**config.mk**
```make
export PLATFORM = sky130hd
export DESIGN_NAME = wb_arbiter_flat
export DESIGN_NICKNAME = d
export VERILOG_FILES = /design/src/rtl/wb_arbiter_if.sv /design/src/rtl/wb_arbiter.sv /design/src/flat_wrapper.sv
export SDC_FILE = /design/constraint.sdc
export NUM_CORES = 1
export LEC_CHECK = 0
export BUFFER_PORTS_ARGS = -buffer_cell sky130_fd_sc_hd__buf_2
export CORE_MARGIN = 3
export CORE_UTILIZATION = 54
export DETAILED_ROUTE_END_ITERATION = 7
export PLACE_DENSITY = 0.78
export SLEW_MARGIN = 5
export SYNTH_ARGS = -nofsm -noshare
export SYNTH_HDL_FRONTEND = slang
export SYNTH_SLANG_ARGS = --single-unit
```
**constraint.sdc**
```tcl
create_clock -name clk -period 3.67 [get_ports clk]
set_clock_uncertainty 0.05 [all_clocks]
set_input_delay 0.367 -clock clk [delete_from_list [all_inputs] [get_ports clk]]
set_output_delay 0.367 -clock clk [all_outputs]
set_load 0.05 [all_outputs]
```
**src/rtl/wb_arbiter_if.sv**
```systemverilog
// Writeback arbiter bus: producer-side request channels plus the ROB writeback port.
// The arbiter uses the slave view; producers and the ROB together form the master view.
interface wb_arbiter_if #(
  parameter int NREQ = 4
);
  logic [NREQ-1:0]    req_valid;
  logic [NREQ-1:0]    req_ready;
  logic [NREQ-1:0]    req_error;
  logic [5*NREQ-1:0]  req_ecause;
  logic [7*NREQ-1:0]  req_robid;
  logic [32*NREQ-1:0] req_result;

  logic               wb_valid;
  logic               wb_error;
  logic [4:0]         wb_ecause;
  logic [6:0]         wb_robid;
  logic [31:0]        wb_result;

  modport master (
    output req_valid, req_error, req_ecause, req_robid, req_result,
    input  req_ready,
    input  wb_valid, wb_error, wb_ecause, wb_robid, wb_result
  );

  modport slave (
    input  req_valid, req_error, req_ecause, req_robid, req_result,
    output req_ready,
    output wb_valid, wb_error, wb_ecause, wb_robid, wb_result
  );
endinterface

```
**src/rtl/wb_arbiter.sv**
```systemverilog
// Round-robin writeback arbiter: one holding slot per producer, one registered
// writeback per cycle to the ROB, and a flush that drops every in-flight result.
module wb_arbiter #(
  parameter int NREQ = 4
) (
  input  logic         clk,
  input  logic         rst,
  input  logic         rob_flush,
  wb_arbiter_if.slave  bus
);
  localparam int PW = $clog2(NREQ);

  logic [NREQ-1:0] slot_full;
  logic [NREQ-1:0] slot_error;
  logic [4:0]      slot_ecause [NREQ];
  logic [6:0]      slot_robid  [NREQ];
  logic [31:0]     slot_result [NREQ];

  logic [NREQ-1:0] beat;
  logic [NREQ-1:0] grant;
  logic [PW-1:0]   rr_ptr_reg;
  logic [PW-1:0]   rr_ptr_next;

  logic            sel_error;
  logic [4:0]      sel_ecause;
  logic [6:0]      sel_robid;
  logic [31:0]     sel_result;

  logic            wb_valid_reg;
  logic            wb_error_reg;
  logic [4:0]      wb_ecause_reg;
  logic [6:0]      wb_robid_reg;
  logic [31:0]     wb_result_reg;

  // A slot can take a new beat when empty, when it is being drained this
  // cycle, or during a flush (the beat is then swallowed).
  assign bus.req_ready = ~slot_full | grant | {NREQ{rob_flush}};
  assign beat          = bus.req_valid & bus.req_ready;

  genvar gi;
  generate
    for (gi = 0; gi < NREQ; gi++) begin : g_slot
      logic        full_reg;
      logic        error_reg;
      logic [4:0]  ecause_reg;
      logic [6:0]  robid_reg;
      logic [31:0] result_reg;

      // Occupancy: flush empties, a beat fills (even over a same-cycle drain), a grant empties.
      always_ff @(posedge clk) begin
        if (rst) begin
          full_reg <= 1'b0;
        end else if (rob_flush) begin
          full_reg <= 1'b0;
        end else if (beat[gi]) begin
          full_reg <= 1'b1;
        end else if (grant[gi]) begin
          full_reg <= 1'b0;
        end
      end

      // Payload capture on every accepted beat; contents are don't-care while empty.
      always_ff @(posedge clk) begin
        if (rst) begin
          error_reg  <= 1'b0;
          ecause_reg <= '0;
          robid_reg  <= '0;
          result_reg <= '0;
        end else if (beat[gi]) begin
          error_reg  <= bus.req_error[gi];
          ecause_reg <= bus.req_ecause[5*gi +: 5];
          robid_reg  <= bus.req_robid[7*gi +: 7];
          result_reg <= bus.req_result[32*gi +: 32];
        end
      end

      assign slot_full[gi]   = full_reg;
      assign slot_error[gi]  = error_reg;
      assign slot_ecause[gi] = ecause_reg;
      assign slot_robid[gi]  = robid_reg;
      assign slot_result[gi] = result_reg;
    end
  endgenerate

  int  scan_idx;
  logic found;

  // Grant the first full slot starting at rr_ptr and wrapping; nothing during a flush.
  always_comb begin
    grant       = '0;
    rr_ptr_next = rr_ptr_reg;
    found       = 1'b0;
    scan_idx    = 0;
    if (!rob_flush) begin
      for (int k = 0; k < NREQ; k++) begin
        scan_idx = int'(rr_ptr_reg) + k;
        if (scan_idx >= NREQ) begin
          scan_idx = scan_idx - NREQ;
        end
        if (!found && slot_full[scan_idx]) begin
          found           = 1'b1;
          grant[scan_idx] = 1'b1;
          rr_ptr_next     = (scan_idx + 1 == NREQ) ? '0 : PW'(scan_idx + 1);
        end
      end
    end
  end

  // One-hot grant mux of the slot payload onto the writeback path.
  always_comb begin
    sel_error  = 1'b0;
    sel_ecause = '0;
    sel_robid  = '0;
    sel_result = '0;
    for (int k = 0; k < NREQ; k++) begin
      if (grant[k]) begin
        sel_error  = sel_error  | slot_error[k];
        sel_ecause = sel_ecause | slot_ecause[k];
        sel_robid  = sel_robid  | slot_robid[k];
        sel_result = sel_result | slot_result[k];
      end
    end
  end

  // Round-robin pointer advances past the winner; flush does not disturb it.
  always_ff @(posedge clk) begin
    if (rst) begin
      rr_ptr_reg <= '0;
    end else begin
      rr_ptr_reg <= rr_ptr_next;
    end
  end

  // Writeback output register: valid pulses per grant, payload holds between grants.
  always_ff @(posedge clk) begin
    if (rst) begin
      wb_valid_reg  <= 1'b0;
      wb_error_reg  <= 1'b0;
      wb_ecause_reg <= '0;
      wb_robid_reg  <= '0;
      wb_result_reg <= '0;
    end else begin
      wb_valid_reg <= |grant;
      if (|grant) begin
        wb_error_reg  <= sel_error;
        wb_ecause_reg <= sel_ecause;
        wb_robid_reg  <= sel_robid;
        wb_result_reg <= sel_result;
      end
    end
  end

  assign bus.wb_valid  = wb_valid_reg;
  assign bus.wb_error  = wb_error_reg;
  assign bus.wb_ecause = wb_ecause_reg;
  assign bus.wb_robid  = wb_robid_reg;
  assign bus.wb_result = wb_result_reg;
endmodule

```
**src/flat_wrapper.sv**
```systemverilog
// flat-port wrapper written by rule: the top's interface ports become plain ports
module wb_arbiter_flat 
#(
  parameter int NREQ = 4
)
  (clk, rst, rob_flush, bus_req_valid, bus_req_error, bus_req_ecause, bus_req_robid, bus_req_result, bus_req_ready, bus_wb_valid, bus_wb_error, bus_wb_ecause, bus_wb_robid, bus_wb_result);
  wb_arbiter_if #(.NREQ(NREQ)) bus_i ();
  input  logic clk;
  input  logic rst;
  input  logic rob_flush;
  input wire logic [$bits(bus_i.req_valid)-1:0] bus_req_valid;
  input wire logic [$bits(bus_i.req_error)-1:0] bus_req_error;
  input wire logic [$bits(bus_i.req_ecause)-1:0] bus_req_ecause;
  input wire logic [$bits(bus_i.req_robid)-1:0] bus_req_robid;
  input wire logic [$bits(bus_i.req_result)-1:0] bus_req_result;
  output wire logic [$bits(bus_i.req_ready)-1:0] bus_req_ready;
  output wire logic [$bits(bus_i.wb_valid)-1:0] bus_wb_valid;
  output wire logic [$bits(bus_i.wb_error)-1:0] bus_wb_error;
  output wire logic [$bits(bus_i.wb_ecause)-1:0] bus_wb_ecause;
  output wire logic [$bits(bus_i.wb_robid)-1:0] bus_wb_robid;
  output wire logic [$bits(bus_i.wb_result)-1:0] bus_wb_result;
  assign bus_i.req_valid = bus_req_valid;
  assign bus_i.req_error = bus_req_error;
  assign bus_i.req_ecause = bus_req_ecause;
  assign bus_i.req_robid = bus_req_robid;
  assign bus_i.req_result = bus_req_result;
  assign bus_req_ready = bus_i.req_ready;
  assign bus_wb_valid = bus_i.wb_valid;
  assign bus_wb_error = bus_i.wb_error;
  assign bus_wb_ecause = bus_i.wb_ecause;
  assign bus_wb_robid = bus_i.wb_robid;
  assign bus_wb_result = bus_i.wb_result;
  wb_arbiter #(.NREQ(NREQ)) u_core (.clk(clk), .rst(rst), .rob_flush(rob_flush), .bus(bus_i));
endmodule
```
==> summary.md <==
| Metric | Value |
|---|---|
| # IOs | `237` |
| Critical Path AT | `between 3 and 4 ns` |
| Relative slew margins | `~29%` |
| Post-synth ARST share | `0%` |
| Initial Util | `a little under three fifths` |
| WHS | `~0.027 ns` |
| Hold_sp | `bus_req_result[82]` |
| Global-route wire length before repair | `~51,000 um` |
| Via count | `about 10,000` |
| Crit-path max cell delay | `around 0.56 ns` |
| Tmin final | `3.48 ns` |
| Power Density | `543 nW/um^2` |
| Remaining DRCs | `0` |
| Post-route cell area | `roughly 13,000 um^2` |
| Post-CTS Hold Buffers | `0` |
| Crit Path Class | `flop to primary output` |
| Drt first pass iters | `5` |
| Pwr Total | `about 0.0070 W` |
| Area of the multi-input gates | `5300 um^2` |
| VDD IR-drop max | `0.455 mV` |
| Most common cell after layout, fill and taps aside | `buf_2` |
| RSZ-0062 raised after global routing | `no` |
| Synth Instances | `~1,200` |
| Antenna violations before repair | `7` |
| Layout cells sized above 1 | `approximately a quarter` |
| FILL cells | `1,583` |
| Syn Nets | `between 1,000 and 1,500` |
| Max-cap violations | `0` |
| Pin count of the biggest net entering global routing | `100` |
| Setup violators final | `0` |
| Yosys cell types | `53` |
| Core area | `about 19,000 um^2` |
| TritonCTS clock tree | `done` |
| Area growth syn-to-layout | `20.9%` |
| Reg2reg start | `u_core.rr_ptr_reg[0]$_SDFFE_PP0P_` |
| Max reg flops | `roughly 130` |
| Post-DP Area | `12,000 um^2` |
| Period utilization | `between 90 and 100%` |
| Hold Path Class | `input pin to flop` |
| Max clock buf depth | `3` |
| Synthesized flop and latch total | `around 230` |
| FF-to-FF path depth | `8` |
| DR iter-0 viols | `roughly 1,000` |
| Static leakage | `about 5.4 nW` |
| Required @ worst endpoint | `3.25 ns` |
| Max Fclk | `around 290 MHz` |
| Critical R2R Capture | `u_core.g_slot[1].robid_reg[1]$_SDFFE_PP0P_` |
| Nature of the critical path endpoint | `primary output` |
| Die area | `approximately 21,000 um^2` |
| R2r setup slk | `between 0.3 and 0.4 ns` |
| Root Buffer | `clkbuf_16` |
| Port bufs | `between 200 and 250` |
| Crit path cell chain | `inv_1, ha_1, buf_4, nor2b_1, and3_1, o31ai_1, nand4_1, buf_2` |
| Die width | `about 150 um` |
| Cell taking the most area after synthesis | `dfxtp_1` |
| Synthesized cell area | `10,600 um^2` |
| Yosys top cell area share | `between 40% and 50%` |
| H-tree depth | `1` |
| Yosys warns | `0` |
| Fin. Hold Viols | `0` |
| Die span in y | `approximately 150 um` |
| Wire per inst | `19.3 um` |
| Top post-synthesis cells by area | `dfxtp_1 (44%), a21oi_1 (8.9%), mux2i_1 (8.7%), nand2_1 (6.5%), a221oi_1 (6.3%)` |
| Most frequent cells in the layout | `buf_2 (233), dfxtp_1 (232), a21oi_1 (189), nand2_1 (183), nor2_1 (93)` |
| Top FF cell, synth | `dfxtp_1` |
| Setup_tns | `0 ns` |
| Slowest cell on crit path | `o31ai_1` |
| DPL Wire Length | `between 20,000 and 25,000 um` |
| Seq/Total Area, Yosys | `about 44%` |
| Cell Rows | `50` |
| Latest clock arrival within the worst-skew pair | `approximately 0.52 ns` |
| Crit start category | `flop` |
| Worst Tran Pin Value | `1.06 ns` |
| Vias per cell | `just under 6` |
| GPL Wtd Cong | `around 0.9` |
| Fin. max-slew vios | `0` |
| Hold endpoint | `u_core.g_slot[2].result_reg[18]$_SDFFE_PP0P_` |
| Clock-pin slew on the worst setup and hold paths | `roughly 0.060 ns` |
| GRT Util Overall | `between 20 and 30%` |
| DRT Wirelength | `32,500 um` |
| Number of global-route vias before repair | `around 9,300` |
| Outcome | `finished, final reports clean` |
| Num CTS Buffers | `25` |
| CP Max Fanout | `9` |
| Overflow after GRT | `0` |
| EDFF count, synth | `0` |
| Hold Crit Depth | `3` |
| CTS sink cnt | `around 230` |
| Antenna viol nets, final | `0` |
| Nets | `between 1,500 and 2,000` |
| Synthesized area per cell | `8.71 um^2` |
| Reg area | `around 4600 um^2` |
[Yosys cell counts (all sizes together) (2+ instances only)]
cell,number
dfxtp,232
a21oi,192
nand2,184
nor2,93
mux2i,92
a221oi,90
buf,59
inv,55
clkbuf,54
o31ai,49
a21boi,47
nor3,7
o21ai,6
ha,4
nand4,4
mux4,3
nand3b,3
a211oi,2
a21o,2
a22o,2
a22oi,2
a311oi,2
a31oi,2
a41oi,2
mux2,2
nand2b,2
nand3,2
nor2b,2
o221ai,2
o22ai,2
o31a,2
o41a,2
o41ai,2
[critical path: cells and delay by family (launching register included)]
kind | cells | cell delay [ns]
flip-flops | 1 | 0.33
buffers and inverters | 3 | 0.56
adder cells (fa/ha/maj) | 1 | 0.33
AND/OR/NAND/NOR | 3 | 0.75
AO/OA/AOI/OAI | 1 | 0.56
[stage by stage]
stage | util, % | instances | setup slack [ns]
3_3_place_gp | 62.9 | 1632 | 0.427
6_report | 67.4 | 1684 | 0.189
2_1_floorplan | - | 1218 | 0.0870
5_1_grt | 67.4 | 1683 | 0.00230
3_5_place_dp | 62.9 | 1632 | 0.387
4_1_cts | 67.2 | 1677 | 0.104
[repair_timing]
action                     CTS  global route
pin swaps                    0             1
setup endpoints to repair    1             2
resized for setup            1             2
buffers inserted             0             1
[worst max path at each step]
stage                                      start                              endpoint  slack [ns]
6_report       u_core.rr_ptr_reg[0]$_SDFFE_PP0P_                      bus_req_ready[1]        0.19
5_1_grt        u_core.rr_ptr_reg[0]$_SDFFE_PP0P_                      bus_req_ready[1]       0.002
4_1_cts        u_core.rr_ptr_reg[0]$_SDFFE_PP0P_                      bus_req_ready[3]        0.10
3_5_place_dp   u_core.rr_ptr_reg[0]$_SDFFE_PP0P_  u_core.bus.wb_result[9]$_SDFFE_PP0P_        0.39
3_3_place_gp   u_core.rr_ptr_reg[0]$_SDFFE_PP0P_  u_core.bus.wb_result[9]$_SDFFE_PP0P_        0.43
2_1_floorplan  u_core.rr_ptr_reg[0]$_SDFFE_PP0P_                      bus_req_ready[2]        0.09
[final cells by class]
class / count / area share, %
multi-input combinational: 818 / 41.3
tap: 260 / 2.54
clock buffer: 38 / 5.73
clock inverter: 7 / 0.654
sequential: 232 / 36.2
antenna: 6 / 0.117
inverter: 55 / 1.61
timing repair buffer: 268 / 11.8
[metal layers]
layer  track usage (%)  vias to the layer above  routed length [um]
met2              44.9                      476               14900
met3              5.90                       64                2950
met4              7.81                        4                 818
met5                 0                        -                  27
met1              40.9                     4749               13800
li1                  -                     4733                   -
[cell families after synthesis]
kind of cell,count (synthesis),share of synthesized area [%]
AND/OR/NAND/NOR,304,11.5
AO/OA/AOI/OAI,413,27.4
adder cells (fa/ha/maj),4,0.472
flip-flops,232,43.8
buffers and inverters,168,7.27
multiplexers,97,9.53
[report_power, final]
| part | leakage (nW) | internal, W | switching (W) | total, W |
|---|---|---|---|---|
| combinational | 3.08 | 0.000538 | 0.00107 | 0.00160 |
| sequential | 1.91 | 0.00273 | 0.000145 | 0.00287 |
| clock | 0.396 | 0.00146 | 0.00103 | 0.00249 |
| total | 5.38 | 0.00472 | 0.00224 | 0.00697 |
(Power assumes the default switching activity.)
